**src/rtl/answer_tx_pkg.sv**
```systemverilog
// Shared types and defaults for the answer UART transmitter.
package answer_tx_pkg;

    typedef enum logic [1:0] {
        IDLE,
        START_BIT,
        DATA_BITS,
        STOP_BIT
    } state_t;

    localparam int DEFAULT_CLKS_PER_BIT = 868;
    localparam int DEFAULT_NUM_BYTES    = 30;
    localparam int UART_FRAME_BITS      = 10;

endpackage

```
**src/rtl/answer_uart_tx_if.sv**
```systemverilog
// Handshake and line signals between the answer packager and the UART transmitter.
interface answer_uart_tx_if #(
    parameter int NUM_BYTES = answer_tx_pkg::DEFAULT_NUM_BYTES
);
    import answer_tx_pkg::*;

    // start is taken on a rising edge where ready=1; ready then stays low
    // (busy high) until the edge that raises the one-cycle done pulse.
    logic                   start;
    logic [8*NUM_BYTES-1:0] answer_packaged;
    logic                   ready;
    logic                   busy;
    logic                   tx;
    logic                   done;
    state_t                 dbg_state;

    modport master (
        output start, answer_packaged,
        input  ready, busy, tx, done, dbg_state
    );

    modport slave (
        input  start, answer_packaged,
        output ready, busy, tx, done, dbg_state
    );

endinterface

```
**src/rtl/uart_byte_tx.sv**
```systemverilog
// Single-byte 8N1 serializer; a load on the final stop-bit cycle chains the next frame with no gap.
module uart_byte_tx
    import answer_tx_pkg::*;
#(
    parameter int CLKS_PER_BIT = DEFAULT_CLKS_PER_BIT
) (
    input  logic       clk,
    input  logic       rst,
    input  logic       i_load,
    input  logic [7:0] i_data,
    output logic       o_tx,
    output logic       o_busy,
    output logic       o_last,
    output state_t     o_state
);

    localparam int CNT_W = (CLKS_PER_BIT > 1) ? $clog2(CLKS_PER_BIT) : 1;
    localparam logic [CNT_W-1:0] CNT_MAX = CNT_W'(CLKS_PER_BIT - 1);

    state_t           r_state, w_state;
    logic [CNT_W-1:0] r_cnt, w_cnt;
    logic [2:0]       r_bit, w_bit;
    logic [7:0]       r_shift, w_shift;
    logic             r_tx, w_tx;
    logic             w_tick;

    assign w_tick = (r_cnt == CNT_MAX);

    always_ff @(posedge clk or posedge rst) begin
        if (rst) begin
            r_state <= IDLE;
            r_cnt   <= '0;
            r_bit   <= '0;
            r_shift <= '0;
            r_tx    <= 1'b1;
        end else begin
            r_state <= w_state;
            r_cnt   <= w_cnt;
            r_bit   <= w_bit;
            r_shift <= w_shift;
            r_tx    <= w_tx;
        end
    end

    always_comb begin
        w_state = r_state;
        w_cnt   = w_tick ? '0 : r_cnt + 1'b1;
        w_bit   = r_bit;
        w_shift = r_shift;
        w_tx    = r_tx;
        case (r_state)
            IDLE: begin
                w_cnt = '0;
                w_tx  = 1'b1;
                if (i_load) begin
                    w_state = START_BIT;
                    w_shift = i_data;
                    w_tx    = 1'b0;
                end
            end
            START_BIT: begin
                if (w_tick) begin
                    w_state = DATA_BITS;
                    w_bit   = '0;
                    w_tx    = r_shift[0];
                end
            end
            DATA_BITS: begin
                if (w_tick) begin
                    if (r_bit == 3'd7) begin
                        w_state = STOP_BIT;
                        w_tx    = 1'b1;
                    end else begin
                        // Shift register keeps the bit on the line at position 0.
                        w_bit   = r_bit + 3'd1;
                        w_shift = {1'b0, r_shift[7:1]};
                        w_tx    = r_shift[1];
                    end
                end
            end
            STOP_BIT: begin
                if (w_tick) begin
                    if (i_load) begin
                        w_state = START_BIT;
                        w_shift = i_data;
                        w_tx    = 1'b0;
                    end else begin
                        w_state = IDLE;
                        w_tx    = 1'b1;
                    end
                end
            end
            default: w_state = IDLE;
        endcase
    end

    assign o_tx    = r_tx;
    assign o_busy  = (r_state != IDLE);
    assign o_last  = (r_state == STOP_BIT) && w_tick;
    assign o_state = r_state;

endmodule

```
**src/rtl/answer_uart_tx.sv**
```systemverilog
// Streams a packaged GA answer MSB-byte first over UART 8N1 and pulses done at the end.
// Optional checksum frame (byte sum mod 256) enabled by defining ANSWER_TX_CHECKSUM_EN.
module answer_uart_tx
    import answer_tx_pkg::*;
#(
    parameter int CLKS_PER_BIT = DEFAULT_CLKS_PER_BIT,
    parameter int NUM_BYTES    = DEFAULT_NUM_BYTES
) (
    input  logic             clk,
    input  logic             rst,
    answer_uart_tx_if.slave  bus
);

    localparam int MSG_W = 8 * NUM_BYTES;
`ifdef ANSWER_TX_CHECKSUM_EN
    localparam int NUM_FRAMES = NUM_BYTES + 1;
`else
    localparam int NUM_FRAMES = NUM_BYTES;
`endif
    localparam int IDX_W = $clog2(NUM_FRAMES + 1);
    localparam logic [IDX_W-1:0] LAST_IDX = IDX_W'(NUM_FRAMES - 1);

    logic             r_busy;
    logic             r_done;
    logic [IDX_W-1:0] r_idx;
    logic [MSG_W-1:0] r_buf;
`ifdef ANSWER_TX_CHECKSUM_EN
    logic [7:0]       r_sum;
`endif

    logic       w_accept, w_more, w_next, w_load;
    logic       w_tx, w_byte_busy, w_last;
    logic [7:0] w_byte;
    state_t     w_state;

    assign w_accept = bus.start && !r_busy && !w_byte_busy;
    assign w_more   = (r_idx != LAST_IDX);
    assign w_next   = r_busy && w_last && w_more;
    assign w_load   = w_accept || w_next;

    // Byte 0 goes straight from the input; later bytes come off the top of the shifted buffer.
    always_comb begin
        w_byte = r_buf[MSG_W-1 -: 8];
        if (!r_busy) begin
            w_byte = bus.answer_packaged[MSG_W-1 -: 8];
        end
`ifdef ANSWER_TX_CHECKSUM_EN
        else if (r_idx == LAST_IDX - 1'b1) begin
            w_byte = r_sum;
        end
`endif
    end

    always_ff @(posedge clk or posedge rst) begin
        if (rst) begin
            r_busy <= 1'b0;
            r_done <= 1'b0;
            r_idx  <= '0;
            r_buf  <= '0;
`ifdef ANSWER_TX_CHECKSUM_EN
            r_sum  <= '0;
`endif
        end else begin
            r_done <= 1'b0;
            if (w_accept) begin
                r_busy <= 1'b1;
                r_idx  <= '0;
                r_buf  <= {bus.answer_packaged[MSG_W-9:0], 8'h00};
`ifdef ANSWER_TX_CHECKSUM_EN
                r_sum  <= bus.answer_packaged[MSG_W-1 -: 8];
`endif
            end else if (w_next) begin
                r_idx <= r_idx + 1'b1;
                r_buf <= {r_buf[MSG_W-9:0], 8'h00};
`ifdef ANSWER_TX_CHECKSUM_EN
                r_sum <= r_sum + r_buf[MSG_W-1 -: 8];
`endif
            end else if (r_busy && w_last) begin
                r_busy <= 1'b0;
                r_done <= 1'b1;
            end
        end
    end

    uart_byte_tx #(
        .CLKS_PER_BIT(CLKS_PER_BIT)
    ) u_byte_tx (
        .clk     (clk),
        .rst     (rst),
        .i_load  (w_load),
        .i_data  (w_byte),
        .o_tx    (w_tx),
        .o_busy  (w_byte_busy),
        .o_last  (w_last),
        .o_state (w_state)
    );

    assign bus.ready     = !r_busy;
    assign bus.busy      = r_busy;
    assign bus.done      = r_done;
    assign bus.tx        = w_tx;
    assign bus.dbg_state = w_state;

endmodule

```
**src/flat_wrapper.sv**
```systemverilog
// flat-port wrapper written by rule: the top's interface ports become plain ports
module answer_uart_tx_flat import answer_tx_pkg::*;
#(
    parameter int CLKS_PER_BIT = DEFAULT_CLKS_PER_BIT,
    parameter int NUM_BYTES    = DEFAULT_NUM_BYTES
)
  (clk, rst, bus_start, bus_answer_packaged, bus_ready, bus_busy, bus_tx, bus_done, bus_dbg_state);
  answer_uart_tx_if #(.NUM_BYTES(NUM_BYTES)) bus_i ();
  input  logic clk;
  input  logic rst;
  input wire logic [$bits(bus_i.start)-1:0] bus_start;
  input wire logic [$bits(bus_i.answer_packaged)-1:0] bus_answer_packaged;
  output wire logic [$bits(bus_i.ready)-1:0] bus_ready;
  output wire logic [$bits(bus_i.busy)-1:0] bus_busy;
  output wire logic [$bits(bus_i.tx)-1:0] bus_tx;
  output wire logic [$bits(bus_i.done)-1:0] bus_done;
  output wire logic [$bits(bus_i.dbg_state)-1:0] bus_dbg_state;
  assign bus_i.start = bus_start;
  assign bus_i.answer_packaged = bus_answer_packaged;
  assign bus_ready = bus_i.ready;
  assign bus_busy = bus_i.busy;
  assign bus_tx = bus_i.tx;
  assign bus_done = bus_i.done;
  assign bus_dbg_state = bus_i.dbg_state;
  answer_uart_tx #(.CLKS_PER_BIT(CLKS_PER_BIT), .NUM_BYTES(NUM_BYTES)) u_core (.clk(clk), .rst(rst), .bus(bus_i));
endmodule
```
**config.mk**
```make
export PLATFORM = sky130hd
export DESIGN_NAME = answer_uart_tx_flat
export DESIGN_NICKNAME = d
export VERILOG_FILES = /design/src/rtl/answer_tx_pkg.sv /design/src/rtl/answer_uart_tx_if.sv /design/src/rtl/uart_byte_tx.sv /design/src/rtl/answer_uart_tx.sv /design/src/flat_wrapper.sv
export SDC_FILE = /design/constraint.sdc
export NUM_CORES = 1
export LEC_CHECK = 0
export ABC_AREA = 1
export BUFFER_PORTS_ARGS = -buffer_cell sky130_fd_sc_hd__buf_2
export CORE_MARGIN = 4
export CORE_UTILIZATION = 60
export DETAILED_ROUTE_END_ITERATION = 12
export PLACE_DENSITY_LB_ADDON = 0.15
export SLEW_MARGIN = 40
export SYNTH_ARGS = -nofsm -noshare
export SYNTH_HDL_FRONTEND = slang
export SYNTH_HIERARCHICAL = 1
export SYNTH_SLANG_ARGS = --single-unit
export TNS_END_PERCENT = 10
```
**constraint.sdc**
```tcl
create_clock -name clk -period 25.8 [get_ports clk]
set_input_delay 5.16 -clock clk [delete_from_list [all_inputs] [get_ports clk]]
set_output_delay 5.16 -clock clk [all_outputs]
set_load 0.02 [all_outputs]
```
==> run_results.csv <==
group,metric,value,unit
run_status,status,"completed",
placed_design,dp_cells,2221,
synth,ys_warn_count,6,
synth,synthesis.area,0.0129,mm^2
clocking,cts_tree,"done",
floorplanning,start_util,61.1,%
clocking,cts_resized,0,
power_and_ir_drop,power.density,93.7,mW/mm^2
synth,postSynthCellCount,1774,
power_and_ir_drop,ir_worst_vdd,0.0563,mV
layout,post-route-util,71.6,%
sta,setup_viol_count_final,0,
layout,drive_above_1_share,16.4,%
clocking,postCtsSetupBuffers,0,
power_and_ir_drop,p_total,1.42,mW
detailed_routing,drc,0,
synth,ys_seq_area_share,51.0,%
floorplanning,coreArea,0.0211,mm^2
sta,rsz0062_at_grt,"false",
global_routing,grt_pass1_vias,10800,
floorplanning,dieArea,0.0239,mm^2
clocking,cts_max_level,1,
layout,regArea,0.00658,mm^2
synth,syn-num-nets,2027,
critical_path,critPathMaxStageDelay,0.62,ns
critical_path,crit_arrival,7.57,ns
clocking,cts_root_buffer,"clkbuf_16",
power_and_ir_drop,p_leak,9.18,nW
critical_path,endpoint_kind,"register",
sta,period_needed,7.10,ns
synth,synthesis.area_per_instance,7.27,um^2
floorplanning,die_h,155,um
detailed_routing,wl_per_cell,14.2,um
sta,drv_slew,0,
critical_path,cp_max_fo,67,
layout,multi_input_area,0.00516,mm^2
critical_path,reg2reg_to,"u_core/r_buf[115]$_DFFE_PP0P_",
clocking,cts_sinks,263,
placed_design,port_buffers,248,
hold_path,hold_depth,2,
global_routing,overflow,0,
detailed_routing,vias,11400,
clocking,clk_path_buf_depth,3,
floorplanning,io_pins,249,
critical_path,rrSetupSlack,22.36,ns
critical_path,cp_num_buf_inv,4,
sta,hold_violations,0,
critical_path,critPathKind,"primary input to register",
layout,fin_cells,2274,
sta,slew_headroom,46.3,%
placed_design,gp_congestion,0.868,
sta,holdWs,0.472,ns
sta,max_freq,0.141,GHz
hold_path,worst_hold_path.endpoint,"u_core/u_byte_tx/r_shift[0]$_DFFE_PP0P_",
layout,nets,2230,
clocking,insertion_delay,0.54,ns
detailed_routing,dr.pass1.iters,6,
hold_path,hp-class,"register to register",
synth,synth_cell_types,32,
floorplanning,die_w,155,um
placed_design,hpwl,21400,um
clocking,path_clk_slew,0.06,ns
clocking,hold_buffers,0,
global_routing,grt_max_degree,111,
global_routing,grtUsageTotal,26.0,%
synth,ys_ff_latch,263,
global_routing,antenna_found_initial,1,
global_routing,grt_pass1_wl,51700,um
critical_path,critical-path-slowest-cell,"buf_4",
layout,area_delta_synth_final,17.1,%
job,cap_violations,0,
sta,tightestPinTransition,0.805,ns
floorplanning,rows,53,
sta,skew,0.0192,ns
critical_path,cpLargestDelayFamily,"buffers and inverters",
critical_path,cp.required,26.27,ns
critical_path,rr_worst_depth,11,
sta,fin_crit_sh,27.5,%
detailed_routing,vias_per_cell,5.02,
sta,fin_tns_setup,0,ns
layout,n_fill_cell,1759,
critical_path,start_kind,"primary input",
hold_path,min_from,"u_core/u_byte_tx/r_shift[0]$_DFFE_PP0P_",
critical_path,cp_cell_sequence,"buf_2, nand3_4, inv_2, nor2_4, buf_4, buf_4, nand2_1, nand2_1",
critical_path,r2r_start,"u_core/u_byte_tx/o_state[0]$_DFFE_PP0P_",
detailed_routing,drtIter0Drc,871,
clocking,cts_inserted_buffers,28,
detailed_routing,antenna_left,0,
detailed_routing,routed_wl,32200,um
[cells in the final DEF (no fill, tap or decap), types with 4 or more instances in the layout]
| master | count |
|---|---|
| nand2_2 | 5 |
| nor2_1 | 181 |
| clkbuf_16 | 29 |
| nand4_1 | 7 |
| clkbuf_1 | 7 |
| xor2_1 | 5 |
| clkinv_2 | 4 |
| buf_6 | 4 |
| ha_1 | 10 |
| dfrtp_1 | 262 |
| clkbuf_8 | 9 |
| inv_2 | 4 |
| a21oi_1 | 162 |
| buf_4 | 6 |
| o21ai_0 | 11 |
| nand3_1 | 18 |
| inv_1 | 177 |
| buf_2 | 248 |
| nand2_1 | 819 |
[registers in the layout, summed over array words and instances (netlist names)]
register / flops
u_core/r_buf: 232
u_core/r_idx: 5
u_core/u_byte_tx/o_tx: 1
u_core/u_byte_tx/r_bit: 3
u_core/u_byte_tx/o_state: 2
u_core/u_byte_tx/r_cnt: 10
u_core/bus.busy: 1
u_core/u_byte_tx/r_shift: 8
u_core/bus.done: 1
[worst reg2reg max path: cells and delay by family (launching register included)]
kind	cells	cell delay, ns
buffers and inverters	6	1.67
DFF	1	0.43
and+or+nand+nor	4	1.01
adders and majority gates	1	0.28
[cell usage after synthesis (all sizes together)]
| master | count | area (um^2) |
|---|---|---|
| xnor2 | 1 | 8.76 |
| clkbuf | 26 | 97.6 |
| dfrtp | 262 | 6560 |
| nand3 | 21 | 115 |
| o21bai | 4 | 45.0 |
| nand4 | 7 | 43.8 |
| o22ai | 1 | 6.26 |
| ha | 10 | 125 |
| dfstp | 1 | 26.3 |
| a21oi | 162 | 811 |
| nor2 | 187 | 736 |
| inv | 182 | 683 |
| nand2 | 825 | 3110 |
| nor3 | 3 | 15.0 |
| o21ai | 14 | 70.1 |
| xor2 | 5 | 43.8 |
| buf | 61 | 385 |
| o21a | 1 | 7.51 |
| clkinv | 1 | 5.00 |
[area by class of cell]
cell class | instances | area share [%]
clock inverter | 6 | 0.406
tap | 275 | 2.28
clock buffer | 45 | 5.80
timing repair buffer | 260 | 9.13
multi-input combinational | 1241 | 34.2
inverter | 183 | 4.61
sequential | 263 | 43.6
antenna | 1 | 0.0166
[through the flow]
stage,instance area (um^2),setup WS [ns]
after floorplan,12900,14.08
after global placement,14100,18.26
after detailed placement,14100,18.23
after CTS,15100,18.74
after global routing,15100,18.53
final,15100,18.70
[report_power, final]
group	switching [mW]	leakage [nW]	internal (mW)
Clock	0.159	0.460	0.241
Sequential	0.112	3.39	0.591
Combinational	0.178	5.33	0.135
[metal layers]
layer / GRT usage [%] / wire (um)
met5: 0 / 0
met4: 6.98 / 759
met3: 2.99 / 2040
met2: 41.2 / 15100
met1: 38.5 / 14300
[worst max path at each step]
stage / startpoint / endpoint / cells past startpoint
floorplan: rst / u_core/bus.busy$_DFFE_PP0P_ / 1
global placement: rst / u_core/r_buf[176]$_DFFE_PP0P_ / 4
detailed placement: bus_start / u_core/r_buf[109]$_DFFE_PP0P_ / 8
CTS: bus_start / u_core/r_buf[115]$_DFFE_PP0P_ / 8
global route: bus_start / u_core/r_buf[115]$_DFFE_PP0P_ / 8
finish: bus_start / u_core/r_buf[115]$_DFFE_PP0P_ / 8
[cells by family after synthesis]
logic type | synth area share, %
xor+xnor | 0.408
fa+ha+maj | 0.970
compound gates | 7.29
buf+inv | 9.08
simple gates | 31.2
flops | 51.0
Note: power is estimated with default switching activity, not from simulation.
